$ cat src/rtl/svp_bit_array_dump.sv
// svp_bit_array_dump: captures a packed sample of SIZE elements, each WIDTH
// bits wide. It then emits them one per valid/ready transfer, in ascending
// index order. Each element is sign- or zero-extended to 64 bits.
//
// Handshake: out_valid stays high for the whole emission. A word moves when
// out_valid=1 and out_ready=1 on a rising clk edge. While out_ready=0 the
// presented word (out_data/out_idx/out_last) does not change. When out_valid=0
// the word outputs read zero.
module svp_bit_array_dump #(
   parameter int WIDTH  = 6,
   parameter int SIZE   = 1,
   parameter int SIGNED = 0
) (
   input  logic                    clk,
   input  logic                    rst,
   input  logic                    wr_en,
   input  logic [SIZE*WIDTH-1:0]   din,
   output logic                    out_valid,
   input  logic                    out_ready,
   output logic [63:0]             out_data,
   output logic [3:0]              out_idx,
   output logic                    out_last,
   output logic                    busy,
   output logic [31:0]             sample_cnt,
   output logic                    dropped
);

   typedef enum logic {IDLE, EMIT} state_t;

   localparam logic [3:0] LAST_IDX = 4'(SIZE - 1);

   state_t                  state;
   logic [SIZE*WIDTH-1:0]   cap;

   // Pick element k out of a packed sample and widen it to 64 bits.
   function automatic logic [63:0] elem_word(input logic [SIZE*WIDTH-1:0] s,
                                             input logic [3:0] k);
      logic [WIDTH-1:0] e;
      e = WIDTH'(s >> (int'(k) * WIDTH));
      if (SIGNED != 0) elem_word = 64'($signed(e));
      else             elem_word = 64'(e);
   endfunction

   // busy mirrors the FSM state directly
   assign busy = (state == EMIT);

   // Capture / emit FSM with registered word outputs
   always_ff @(posedge clk or posedge rst) begin
      if (rst) begin
         state      <= IDLE;
         cap        <= '0;
         out_valid  <= 1'b0;
         out_data   <= '0;
         out_idx    <= '0;
         out_last   <= 1'b0;
         sample_cnt <= '0;
         dropped    <= 1'b0;
      end else begin
         case (state)
            IDLE: begin
               if (wr_en) begin
                  cap       <= din;
                  state     <= EMIT;
                  out_valid <= 1'b1;
                  out_idx   <= 4'd0;
                  out_data  <= elem_word(din, 4'd0);
                  out_last  <= (LAST_IDX == 4'd0);
               end
            end
            EMIT: begin
               if (out_ready) begin
                  if (out_last) begin
                     sample_cnt <= sample_cnt + 32'd1;
                     if (wr_en) begin
                        // back-to-back: the next sample starts with no gap
                        cap      <= din;
                        out_idx  <= 4'd0;
                        out_data <= elem_word(din, 4'd0);
                        out_last <= (LAST_IDX == 4'd0);
                     end else begin
                        state     <= IDLE;
                        out_valid <= 1'b0;
                        out_idx   <= 4'd0;
                        out_data  <= '0;
                        out_last  <= 1'b0;
                     end
                  end else begin
                     out_idx  <= out_idx + 4'd1;
                     out_data <= elem_word(cap, out_idx + 4'd1);
                     out_last <= ((out_idx + 4'd1) == LAST_IDX);
                  end
               end
               // a write that cannot be taken now is lost and remembered
               if (wr_en && !(out_ready && out_last)) dropped <= 1'b1;
            end
            default: state <= IDLE;
         endcase
      end
   end

endmodule

$ cat config.mk
export PLATFORM = sky130hd
export DESIGN_NAME = svp_bit_array_dump
export DESIGN_NICKNAME = d
export VERILOG_FILES = /design/src/rtl/svp_bit_array_dump.sv
export SDC_FILE = /design/constraint.sdc
export NUM_CORES = 1
export LEC_CHECK = 0
export ABC_AREA = 0
export BUFFER_PORTS_ARGS = -buffer_cell sky130_fd_sc_hd__buf_4
export CELL_PAD_IN_SITES_DETAIL_PLACEMENT = 0
export CELL_PAD_IN_SITES_GLOBAL_PLACEMENT = 1
export CORE_ASPECT_RATIO = 1.1
export CORE_MARGIN = 8
export CORE_UTILIZATION = 36
export DETAILED_ROUTE_END_ITERATION = 12
export GPL_ROUTABILITY_DRIVEN = 0
export PLACE_DENSITY = 0.83
export SYNTH_ARGS = -nofsm -noshare
export SYNTH_HDL_FRONTEND = slang
export SYNTH_SLANG_ARGS = --single-unit
$ cat constraint.sdc
create_clock -name clk -period 2 [get_ports clk]
set_input_delay 0 -clock clk [delete_from_list [all_inputs] [get_ports clk]]
set_output_delay 0 -clock clk [all_outputs]
set_load 0.02 [all_outputs]
**Yosys cells after proc, flatten, opt, wreduce, memory -nomap -nowiden**

Cells that the tools add are included.

- Flip-flop bits (word level): 110
- RAM bits: 0
- Bits in latches: 0
- Memories: 0
- Logic and storage cells: 51
- Memory bits (read-only): 0
- Output and inout port bits: 104
- Input port bits: 10

- Reduce and logical (&&, ||, !) cells: 9
- Bitwise operators: 1
- Shift-type cells: 1
- Add/sub/neg operators: 2
- Eq/ne operators: 4
- Muxes and demuxes: 25
- Order comparisons: 0
- Multiply operators: 1
- Divide/modulo/power cells: 0

Operator list:

| operator | number |
|---|---|
| $mux W64 | 3 |
| $pmux W64 S2 | 1 |
| $add A32 B1 Y32 const B | 1 |
| $mux W6 | 4 |
| $mux W4 | 3 |
| $pmux W6 S2 | 1 |
| $mux W1 | 9 |
| $ne A2 B2 Y1 const B | 4 |
| $pmux W4 S2 | 1 |
| $shr A6 B7 Y6 | 1 |
| $mul A4 B2 Y6 const B | 1 |
| $pmux W1 S2 | 3 |
| $reduce_and A2 Y1 | 3 |
| $add A4 B1 Y4 const B | 1 |
| $logic_not A4 Y1 | 1 |
| $reduce_and A4 Y1 | 1 |
| $reduce_and A3 Y1 | 1 |
| $logic_and A1 B1 Y1 | 2 |
| $logic_not A1 Y1 | 1 |
| $not A1 Y1 | 1 |

**Depth between registers and ports, before layout**

Gate-level depths: netlist (run 1).

- Depth after elaboration: 6
- Mapped depth: 6
- Gate-level depth less buffers: 5

**Worst setup path after synthesis (run 1)**

Ideal clock, no wire load.

- Path kind: register -> register
- From: register sample_cnt[0]
- To: register sample_cnt[26]
- Arrival: 1.558 ns
- Buffers on the path: 0
- Period minus slack after synthesis: 1.688 ns
- Setup slack: 0.312 ns
- Cell stages (with the launch flop): 6
- Required time: 1.870 ns
- Cells stage by stage: dfrtp_1 > ha_1 > nand4_4 > nor4_4 > nand4_1 > xnor2_1

- Longest elaborated chain between the ends: 1

RTL lines:

| item | line | RTL |
|---|---|---|
| from (decl) | 24 | `output logic [31:0] sample_cnt,` |
| from (signal assigned) | 73 | `sample_cnt <= sample_cnt + 32'd1;` |
| $add A32 B1 Y32 | 73 |  |

No other way between the ends.
A chain may end at the register's enable or synchronous reset.

**Worst setup path in the final report (run 1)**

Ends and elaborated chain as after synthesis.

==> results of run 1 <==
## flip-flops by register name (all words and copies together) (netlist names)
name and flops:
dropped 1, out_data 6, cap 6, out_last 1, out_idx 4, out_valid 1
busy 1, sample_cnt 32
## worst max-delay path, stage by stage (launching register included)
cell and delay, ps:
sky130_fd_sc_hd__dfrtp_1 420, sky130_fd_sc_hd__ha_1 210, sky130_fd_sc_hd__nand4_4 120, sky130_fd_sc_hd__nor4_4 550
sky130_fd_sc_hd__nand4_1 190, sky130_fd_sc_hd__xnor2_1 160
## power groups by stage
stage	logic (mW)	registers, mW	clock network [mW]
floorplan	0.709	1.63	0
detailed placement	1.20	1.49	0
global route	1.32	1.51	1.04
global placement	1.19	1.47	0
CTS	1.22	1.47	1.00
finish	1.20	1.47	0.976
## cell families (layout without fill, tap and decap cells)
family,count (synthesis),after routing
other,1,58
muxes,10,10
xor gates and xnor gates,33,33
buffers and inverters,72,82
DFF,52,52
AOI/OAI and AO/OA,22,22
and+or+nand+nor,81,81
adders and majority gates,2,2
## through the flow
stage	cells	hold slack [ps]	setup WS, ps	area (um2)
after detailed placement	432	79.8	230	3180
after global routing	448	28.2	36.9	3420
after CTS	448	12.7	205	3420
after floorplan	330	151	312	3060
final	448	24.1	229	3420
after global placement	432	77.6	269	3180
## synth_stat cells, drive strengths merged (4+ instances only)
cell type	count
buf	64
dfrtp	52
xnor2	30
nand4	22
nor2	14
nand2	13
a21oi	10
nand3	10
mux2	8
a32oi	6
inv	6
nor3	5
and3	4
nand2b	4
## area by class of cell
cell class              count  area share
inverters                   6     0.00659
flip-flops and latches     52       0.381
well taps                 108      0.0396
multi-input cells         206       0.367
repair buffers             68       0.159
clock inverters             3      0.0264
clock buffers               5      0.0201
## worst paths after layout
kind	startpoint	end
min in group asynchronous	rst	out_data[5]
worst min register to register	dropped	dropped
worst max-delay path	sample_cnt[0]	sample_cnt[26]
worst max register to register	sample_cnt[0]	sample_cnt[26]
worst min-delay path	out_ready	out_idx[3]
max in group asynchronous	rst	sample_cnt[2]
## metal layers
metal | track usage | vias up | part of all wire
li1 | - | 956 | -
met5 | 0 | - | 0
met2 | 0.199 | 65 | 0.51
met1 | 0.137 | 951 | 0.42
met3 | 0.0326 | 4 | 0.065
met4 | 0.0227 | 0 | 0.0040
==> results_tabular.tex, run 1 <==
\begin{tabular}{lr}
\hline
Metric & Value \\
\hline
\multicolumn{2}{l}{\textbf{Yosys}} \\
\quad EDFF count, synth & 0 \\
\quad Sequential fraction of the synthesis area & 0.458 \\
\quad Area of the mapped netlist & approximately 0.0028 mm2 \\
\quad Dominant combinational cell family by area after synthesis & buffers and inverters \\
\quad Complex-gate fraction of the synthesized area & 0.0506 \\
\quad Biggest area contributors in the synthesized netlist & sky130\_fd\_sc\_hd\_\_dfrtp\_1 (46\%), sky130\_fd\_sc\_hd\_\_buf\_4 (16\%), sky130\_fd\_sc\_hd\_\_xnor2\_1 (9.2\%), sky130\_fd\_sc\_hd\_\_nand4\_1 (4.6\%), sky130\_fd\_sc\_hd\_\_mux2\_2 (3.2\%) \\
\quad Share of the synthesized netlist area taken by xor and xnor gates & 0.102 \\
\quad Fraction of the mapped netlist area in simple logic gates & 0.165 \\
\quad Mean instance size in the synthesized netlist & $\sim$10 um2 \\
\quad Leading register cell type out of synthesis & sky130\_fd\_sc\_hd\_\_dfrtp\_1 \\
\quad Share of cell area taken by muxes after synthesis & 0.0387 \\
\quad Count of synthesis-stage warnings from yosys & 0 \\
\quad FF+latch count, synth & between 50 and 60 \\
\quad Adder and majority gate portion of the synthesized area & 0.00880 \\
\quad Share of the synthesized area in the top cell type & 0.458 \\
\quad Number of distinct library cell variants in the gate-level netlist after synthesis & 33 \\
\quad Gate Count Post-Synth & 273 \\
\quad Fraction of registers with async set or reset after synthesis & 1.00 \\
\quad Cell type with the largest total area after synthesis & sky130\_fd\_sc\_hd\_\_dfrtp\_1 \\
\multicolumn{2}{l}{\textbf{Power and ir drop}} \\
\quad Net switching power & 1.25 mW \\
\quad Switching fraction of total power & 0.343 \\
\quad VDD IR-drop max & approximately 600 uV \\
\quad Proportion of power drawn by the clock network & 0.268 \\
\quad Total leakage power & around 1.6 nW \\
\quad Total power per unit cell area & $\sim$1100 mW/mm2 \\
\quad Internal power & between 2 and 2.5 mW \\
\quad Part of the total power dissipated in combinational logic & 0.330 \\
\quad Post-layout total power & around 3.6 mW \\
\quad Power share of the sequential group & 0.402 \\
\multicolumn{2}{l}{\textbf{STA}} \\
\quad Final hold violations & 0 \\
\quad Setup repair after global routing missed its margin & false \\
\quad Setup TNS & 0 ps \\
\quad Headroom to the max-slew limit & 0.638 \\
\quad Final Skew & 8.45 ps \\
\quad Total of endpoints with negative setup slack in the final report & 0 \\
\quad Fmax & around 560 MHz \\
\quad Slew at the pin closest to its max-slew limit & about 540 ps \\
\quad Number of max-slew violations in the final report & 0 \\
\quad Share of the clock period used by the worst path & 0.886 \\
\quad Shortest period the worst path allows & $\sim$1800 ps \\
\multicolumn{2}{l}{\textbf{Global route}} \\
\quad Number of antenna violations at the first check in global routing & 0 \\
\quad Vias in the first global route & around 2,000 \\
\quad Pin count of the biggest net entering global routing & 31 \\
\quad Remaining global-route overflow & 0 \\
\quad Global-route wire length before repair & between 10 and 15 mm \\
\quad Overall global routing resource usage & 0.114 \\
\multicolumn{2}{l}{\textbf{Route}} \\
\quad Detailed Route Iter0 Violations & 63 \\
\quad Wire per inst & about 14 um \\
\quad DRC violation count after routing & 0 \\
\quad DR pass1 iterations & 4 \\
\quad Post-detailed-route count of antenna-violating nets & 0 \\
\quad Avg Vias per Cell & $\sim$4.4 \\
\quad Routed Wire Length & approximately 6.3 mm \\
\quad Via count & between 1,500 and 2,000 \\
\multicolumn{2}{l}{\textbf{Setup path}} \\
\quad Setup slack of the most critical reg-to-reg path & 230 ps \\
\quad Worst Path Required & between 2000 and 2500 ps \\
\quad Crit path launch type & register \\
\quad Max FO, Critical Path & 9 \\
\quad Worst Setup End Kind & register \\
\quad Count of cells along the worst register-to-register path & 5 \\
\quad Critical path type & reg -> reg \\
\quad Arrival @ worst endpoint & roughly 2000 ps \\
\multicolumn{2}{l}{\textbf{Clock network}} \\
\quad Insertion delay to the later sink of the worst-skew pair & around 300 ps \\
\quad Bufs on Longest Clock Path & 2 \\
\quad Master cell of the clock root buffer & sky130\_fd\_sc\_hd\_\_clkbuf\_8 \\
\quad Clock tree from TritonCTS & built \\
\quad Hold buffer count at cts & 8 \\
\quad Clock transition at path regs & 100 ps \\
\quad Total clock sinks & 52 \\
\quad \# resized after CTS & 0 \\
\quad Post-CTS Repair Setup Buffers & 0 \\
\quad Num CTS Buffers & 5 \\
\quad Number of levels in the clock H-tree & 2 \\
\multicolumn{2}{l}{\textbf{Layout}} \\
\quad Leading cell type in the layout, fill and taps excluded & sky130\_fd\_sc\_hd\_\_buf\_4 \\
\quad Layout overhead on the synthesized area & 20.2\% \\
\quad Sequential cell area & roughly 0.0013 mm2 \\
\quad Core Util, Final & 0.439 \\
\quad Number of nets in the layout & roughly 350 \\
\quad Area of the multi-input gates & $\sim$0.0013 mm2 \\
\quad Most frequent cells in the layout & sky130\_fd\_sc\_hd\_\_buf\_4 (59), sky130\_fd\_sc\_hd\_\_conb\_1 (58), sky130\_fd\_sc\_hd\_\_dfrtp\_1 (52) \\
\quad Fraction of layout cells with a size suffix above 1 & 0.244 \\
\quad Count of fill cells added during filler insertion & about 750 \\
\quad Number of diodes added for antenna fixing & 0 \\
\multicolumn{2}{l}{\textbf{Job}} \\
\quad Max-Cap Viols & 0 \\
\multicolumn{2}{l}{\textbf{Die}} \\
\quad Die Ht & 109 um \\
\quad Starting Density & 0.365 \\
\quad I/O pin cnt & 114 \\
\quad Area of the die & $\sim$0.011 mm2 \\
\quad Floorplan Core Area & about 0.008 mm2 \\
\quad Num rows & 34 \\
\quad Horiz. Die Dim & 101 um \\
\multicolumn{2}{l}{\textbf{Worst hold path}} \\
\quad Worst hold path type & in -> reg \\
\quad WHS Path Cells & 3 \\
\multicolumn{2}{l}{\textbf{Run status}} \\
\quad Run status & completed \\
\multicolumn{2}{l}{\textbf{Placed design}} \\
\quad Detailed placement HPWL & around 4.8 mm \\
\quad Number of I/O port buffers & 55 \\
\hline
\end{tabular}
No activity file was read; power rests on OpenSTA's default activity.
==> run 2: changes to the inputs <==
--- a/config.mk
+++ b/config.mk
@@ -5,13 +5,13 @@
 export SDC_FILE = /design/constraint.sdc
 export NUM_CORES = 1
 export LEC_CHECK = 0
-export ABC_AREA = 0
+export ABC_AREA = 1
 export BUFFER_PORTS_ARGS = -buffer_cell sky130_fd_sc_hd__buf_4
 export CELL_PAD_IN_SITES_DETAIL_PLACEMENT = 0
 export CELL_PAD_IN_SITES_GLOBAL_PLACEMENT = 1
 export CORE_ASPECT_RATIO = 1.1
-export CORE_MARGIN = 8
-export CORE_UTILIZATION = 36
+export CORE_MARGIN = 2
+export CORE_UTILIZATION = 35
 export DETAILED_ROUTE_END_ITERATION = 12
 export GPL_ROUTABILITY_DRIVEN = 0
 export PLACE_DENSITY = 0.83
==> run 2 against run 1 <==
Effect of this change:
- synthesized cell count increased by 42%
- clock skew grew 2.1 ps
- via count is 28% higher
- largest power group unchanged
- first-iteration DRC count up 11%
- critical endpoint is now cap[4]
- combinational power decreased by 24%
- area after synthesis increased by 8.2%
- routed wire length up 11%
- clock power fell by 34%
- design area rose by 7.2%
- non-clock buffer count increased by 3
==> results_tabular.tex, run 2 <==
\begin{tabular}{lr}
\hline
Metric & Value \\
\hline
\multicolumn{2}{l}{\textbf{Setup path}} \\
\quad Crit path max-delay family & buffers and inverters \\
\quad Crit path launch type & register \\
\quad Series of cell instances along the critical path & nand2\_2 > inv\_1 > nor2\_1 > clkinv\_1 > nand3\_1 > dlygate4sd3\_1 > nand2\_1 \\
\quad Library cell contributing the largest single delay on the critical path & sky130\_fd\_sc\_hd\_\_dlygate4sd3\_1 \\
\quad Delay of the slowest critical-path stage & 550 ps (about the same) \\
\quad Arrival @ worst endpoint & 2010 ps (+50 ps) \\
\quad Critical path type & reg -> reg \\
\quad Buffers plus inverters on the worst setup path & 3 (+3) \\
\quad Max FO, Critical Path & 9 (unchanged) \\
\quad Worst Setup End Kind & register \\
\quad Worst Path Required & 2210 ps (+20 ps) \\
\multicolumn{2}{l}{\textbf{Yosys}} \\
\quad Complex-gate fraction of the synthesized area & 0.0448 (-0.00586) \\
\quad Sequential fraction of the synthesis area & 0.423 (-0.0346) \\
\quad Leading register cell type out of synthesis & sky130\_fd\_sc\_hd\_\_dfrtp\_1 \\
\quad Fraction of registers with async set or reset after synthesis & 1.00 (unchanged) \\
\quad Fraction of the mapped netlist area in simple logic gates & 0.286 (+0.121) \\
\quad Dominant combinational cell family by area after synthesis & simple AND/OR/NAND/NOR gates \\
\quad Biggest area contributors in the synthesized netlist & sky130\_fd\_sc\_hd\_\_dfrtp\_1 (42\%), sky130\_fd\_sc\_hd\_\_buf\_4 (14\%), sky130\_fd\_sc\_hd\_\_nand2\_1 (11\%), sky130\_fd\_sc\_hd\_\_nor2\_1 (5.4\%), sky130\_fd\_sc\_hd\_\_nand3\_1 (5.0\%) \\
\quad Count of synthesis-stage warnings from yosys & 0 (unchanged) \\
\quad Area of the mapped netlist & 0.00308 mm2 (+8.2\%) \\
\quad Share of the synthesized netlist area taken by xor and xnor gates & 0.0456 (-0.0561) \\
\quad EDFF count, synth & 0 (unchanged) \\
\quad Mean instance size in the synthesized netlist & 7.95 um2 (-24\%) \\
\quad Share of cell area taken by muxes after synthesis & 0 (-0.0387) \\
\quad Most numerous cell in the Yosys netlist & sky130\_fd\_sc\_hd\_\_nand2\_1 \\
\quad Adder and majority gate portion of the synthesized area & 0.00814 (-0.000666) \\
\quad FF+latch count, synth & 52 (unchanged) \\
\quad Most common library cells after synthesis & sky130\_fd\_sc\_hd\_\_nand2\_1 (87), sky130\_fd\_sc\_hd\_\_buf\_4 (58), sky130\_fd\_sc\_hd\_\_dfrtp\_1 (52) \\
\quad Gate Count Post-Synth & 387 (+42\%) \\
\quad Cell type with the largest total area after synthesis & sky130\_fd\_sc\_hd\_\_dfrtp\_1 \\
\quad Number of distinct library cell variants in the gate-level netlist after synthesis & 31 (-6.1\%) \\
\quad Share of the synthesized area in the top cell type & 0.423 (-0.0346) \\
\multicolumn{2}{l}{\textbf{Layout}} \\
\quad Area of the multi-input gates & 0.00140 mm2 (+12\%) \\
\quad Number of nets in the layout & 475 (+35\%) \\
\quad Flip-flop count of the largest register after layout & 32 (unchanged) \\
\quad Sequential cell area & 0.00130 mm2 (unchanged) \\
\quad Most frequent cells in the layout & sky130\_fd\_sc\_hd\_\_nand2\_1 (87), sky130\_fd\_sc\_hd\_\_conb\_1 (58), sky130\_fd\_sc\_hd\_\_buf\_4 (56) \\
\quad Layout overhead on the synthesized area & 19.1\% \\
\quad Count of fill cells added during filler insertion & 856 (+14\%) \\
\quad Fraction of layout cells with a size suffix above 1 & 0.164 (-0.0803) \\
\quad Leading cell type in the layout, fill and taps excluded & sky130\_fd\_sc\_hd\_\_nand2\_1 \\
\quad Final design area excluding fillers & 0.00366 mm2 (+7.2\%) \\
\quad Number of diodes added for antenna fixing & 0 (unchanged) \\
\quad Filler-free cell count of the finished design & 575 (+28\%) \\
\quad Largest Register & sample\_cnt \\
\quad Largest registers in the final layout & sample\_cnt (32), cap (6), out\_data (6) \\
\quad Core Util, Final & 0.433 (-0.00546) \\
\multicolumn{2}{l}{\textbf{Clock network}} \\
\quad Bufs on Longest Clock Path & 2 (unchanged) \\
\quad Num CTS Buffers & 5 (unchanged) \\
\quad Clock tree from TritonCTS & built \\
\quad Number of levels in the clock H-tree & 2 (unchanged) \\
\quad \# resized after CTS & 0 (unchanged) \\
\quad Clock transition at path regs & 110 ps (about the same) \\
\quad Total clock sinks & 52 (unchanged) \\
\quad Master cell of the clock root buffer & sky130\_fd\_sc\_hd\_\_clkbuf\_8 \\
\quad Insertion delay to the later sink of the worst-skew pair & 310 ps (about the same) \\
\multicolumn{2}{l}{\textbf{STA}} \\
\quad Headroom to the max-slew limit & 0.614 (-0.0244) \\
\quad Share of the clock period used by the worst path & 0.898 (+0.0127) \\
\quad Final worst setup slack & 203 ps (-25.5 ps) \\
\quad Final hold violations & 0 (unchanged) \\
\quad Number of max-slew violations in the final report & 0 (unchanged) \\
\quad Slew at the pin closest to its max-slew limit & 577 ps (+38.7 ps) \\
\quad Setup repair after global routing missed its margin & false \\
\quad Shortest period the worst path allows & 1800 ps (+25.5 ps) \\
\quad Fmax & 557 MHz (-1.4\%) \\
\quad Total of endpoints with negative setup slack in the final report & 0 (unchanged) \\
\quad Hold Slack & 32.1 ps (+8.07 ps) \\
\quad Final Skew & 10.6 ps (+2.10 ps) \\
\quad Setup TNS & 0 ps (unchanged) \\
\multicolumn{2}{l}{\textbf{Route}} \\
\quad Routed Wire Length & 6.94 mm (+11\%) \\
\quad Detailed Route Iter0 Violations & 70 (+11\%) \\
\quad Via count & 2,521 (+28\%) \\
\quad Post-detailed-route count of antenna-violating nets & 0 (unchanged) \\
\quad Wire per inst & 12.1 um (-14\%) \\
\quad DR pass1 iterations & 4 (unchanged) \\
\quad DRC violation count after routing & 0 (unchanged) \\
\quad Avg Vias per Cell & 4.38 (-0.60\%) \\
\multicolumn{2}{l}{\textbf{Placed design}} \\
\quad Placed standard-cell area & 0.00343 mm2 (+7.9\%) \\
\quad Cell Count Post-Placement & 553 (+28\%) \\
\quad Detailed placement HPWL & 5.26 mm (+10\%) \\
\quad Pre-CTS setup slack & 420 ps (+191 ps) \\
\quad Number of I/O port buffers & 55 (unchanged) \\
\multicolumn{2}{l}{\textbf{Power and ir drop}} \\
\quad Net switching power & 1.12 mW (-10\%) \\
\quad Proportion of power drawn by the clock network & 0.223 (-0.045) \\
\quad Post-layout total power & 2.92 mW (-20\%) \\
\quad Part of the total power dissipated in combinational logic & 0.315 (-0.015) \\
\quad Total power per unit cell area & 796 mW/mm2 (-25\%) \\
\quad VDD IR-drop max & 365 uV (-41\%) \\
\quad Power share of the sequential group & 0.463 (+0.061) \\
\quad Internal power & 1.79 mW (-25\%) \\
\quad Total leakage power & 1.79 nW (+9.7\%) \\
\quad Switching fraction of total power & 0.385 (+0.0421) \\
\multicolumn{2}{l}{\textbf{Die}} \\
\quad Floorplan Core Area & 0.00845 mm2 (+8.6\%) \\
\quad Die Ht & 102 um (-6.3\%) \\
\quad Starting Density & 0.364 (-0.00128) \\
\quad Area of the die & 0.00955 mm2 (-13\%) \\
\quad I/O pin cnt & 114 (unchanged) \\
\quad Num rows & 35 (+2.9\%) \\
\quad Horiz. Die Dim & 93.4 um (-7.3\%) \\
\multicolumn{2}{l}{\textbf{Global route}} \\
\quad Global-route wire length before repair & 11.2 mm (+9.6\%) \\
\quad Pin count of the biggest net entering global routing & 53 (+71\%) \\
\quad Remaining global-route overflow & 0 (unchanged) \\
\quad Vias in the first global route & 2,325 (+15\%) \\
\quad Overall global routing resource usage & 0.147 (+0.0332) \\
\quad Number of antenna violations at the first check in global routing & 0 (unchanged) \\
\multicolumn{2}{l}{\textbf{Job}} \\
\quad Max-Cap Viols & 0 (unchanged) \\
\multicolumn{2}{l}{\textbf{Worst hold path}} \\
\quad Worst hold path type & in -> reg \\
\multicolumn{2}{l}{\textbf{Run status}} \\
\quad Run status & completed \\
\hline
\end{tabular}
[run 2: cell types whose count changed after synthesis, sizes merged, moves of 5 or more]
cell / before / now
inv: 6 / 38
xnor2: 30 / 8
nand3: 10 / 32
mux2: 8 / 0
nand2: 13 / 88
nor2: 14 / 48
a32oi: 6 / 0
xor2: 3 / 8
buf: 64 / 59
nand4: 22 / 17
[run 2: final cells by class]
class                           count  area share
Inverter                           39      0.0400
Timing Repair Buffer               71       0.159
Clock buffer                        5      0.0188
Sequential cell                    52       0.355
Multi-Input combinational cell    294       0.383
Clock inverter                      3     0.00683
Tap cell                          111      0.0379
[run 2: routing by layer]
layer,wire length (um),vias to the layer above,global-route usage
met5,0,-,0
met3,429,7,0.0347
met2,3320,87,0.246
li1,-,1271,-
met1,3090,1156,0.194
met4,98,0,0.0385
[run 2: cells by family after synthesis]
group           Yosys count
simple gates            194
buf+inv                  98
flops                    52
compound gates           24
xor+xnor                 16
fa+ha+maj                 2
other cells               1
[run 2: worst reg2reg max path, delay by kind of cell (launching register included)]
family                 cells  cell delay [ps]
buffers and inverters      3              860
AND/OR/NAND/NOR            4              440
flip-flops                 1              420
[run 2: power groups by stage]
| stage | combinational, mW | sequential (mW) | clock [mW] |
|---|---|---|---|
| 2_1_floorplan | 0.525 | 1.49 | 0 |
| 3_3_place_gp | 0.892 | 1.36 | 0 |
| 3_5_place_dp | 0.896 | 1.37 | 0 |
| 4_1_cts | 0.923 | 1.35 | 0.675 |
| 5_1_grt | 1.01 | 1.37 | 0.727 |
| 6_report | 0.917 | 1.35 | 0.649 |
[run 2: worst paths after layout]
kind                          start     endpoint  slack [ps]  cells past startpoint
max reg2reg                out_last       cap[4]         200                      7
min in group asynchronous       rst  out_data[0]         280                      4
max in group asynchronous       rst         busy        1470                      4
min reg2reg                  cap[1]       cap[1]         480                      2
min                           wr_en         busy          30                      3
max                        out_last       cap[4]         200                      7
[run 2: repair_timing]
item | CTS | global route
hold buffers | 14 | 0
buffers inserted | 0 | 0
hold endpoints to repair | 64 | 0
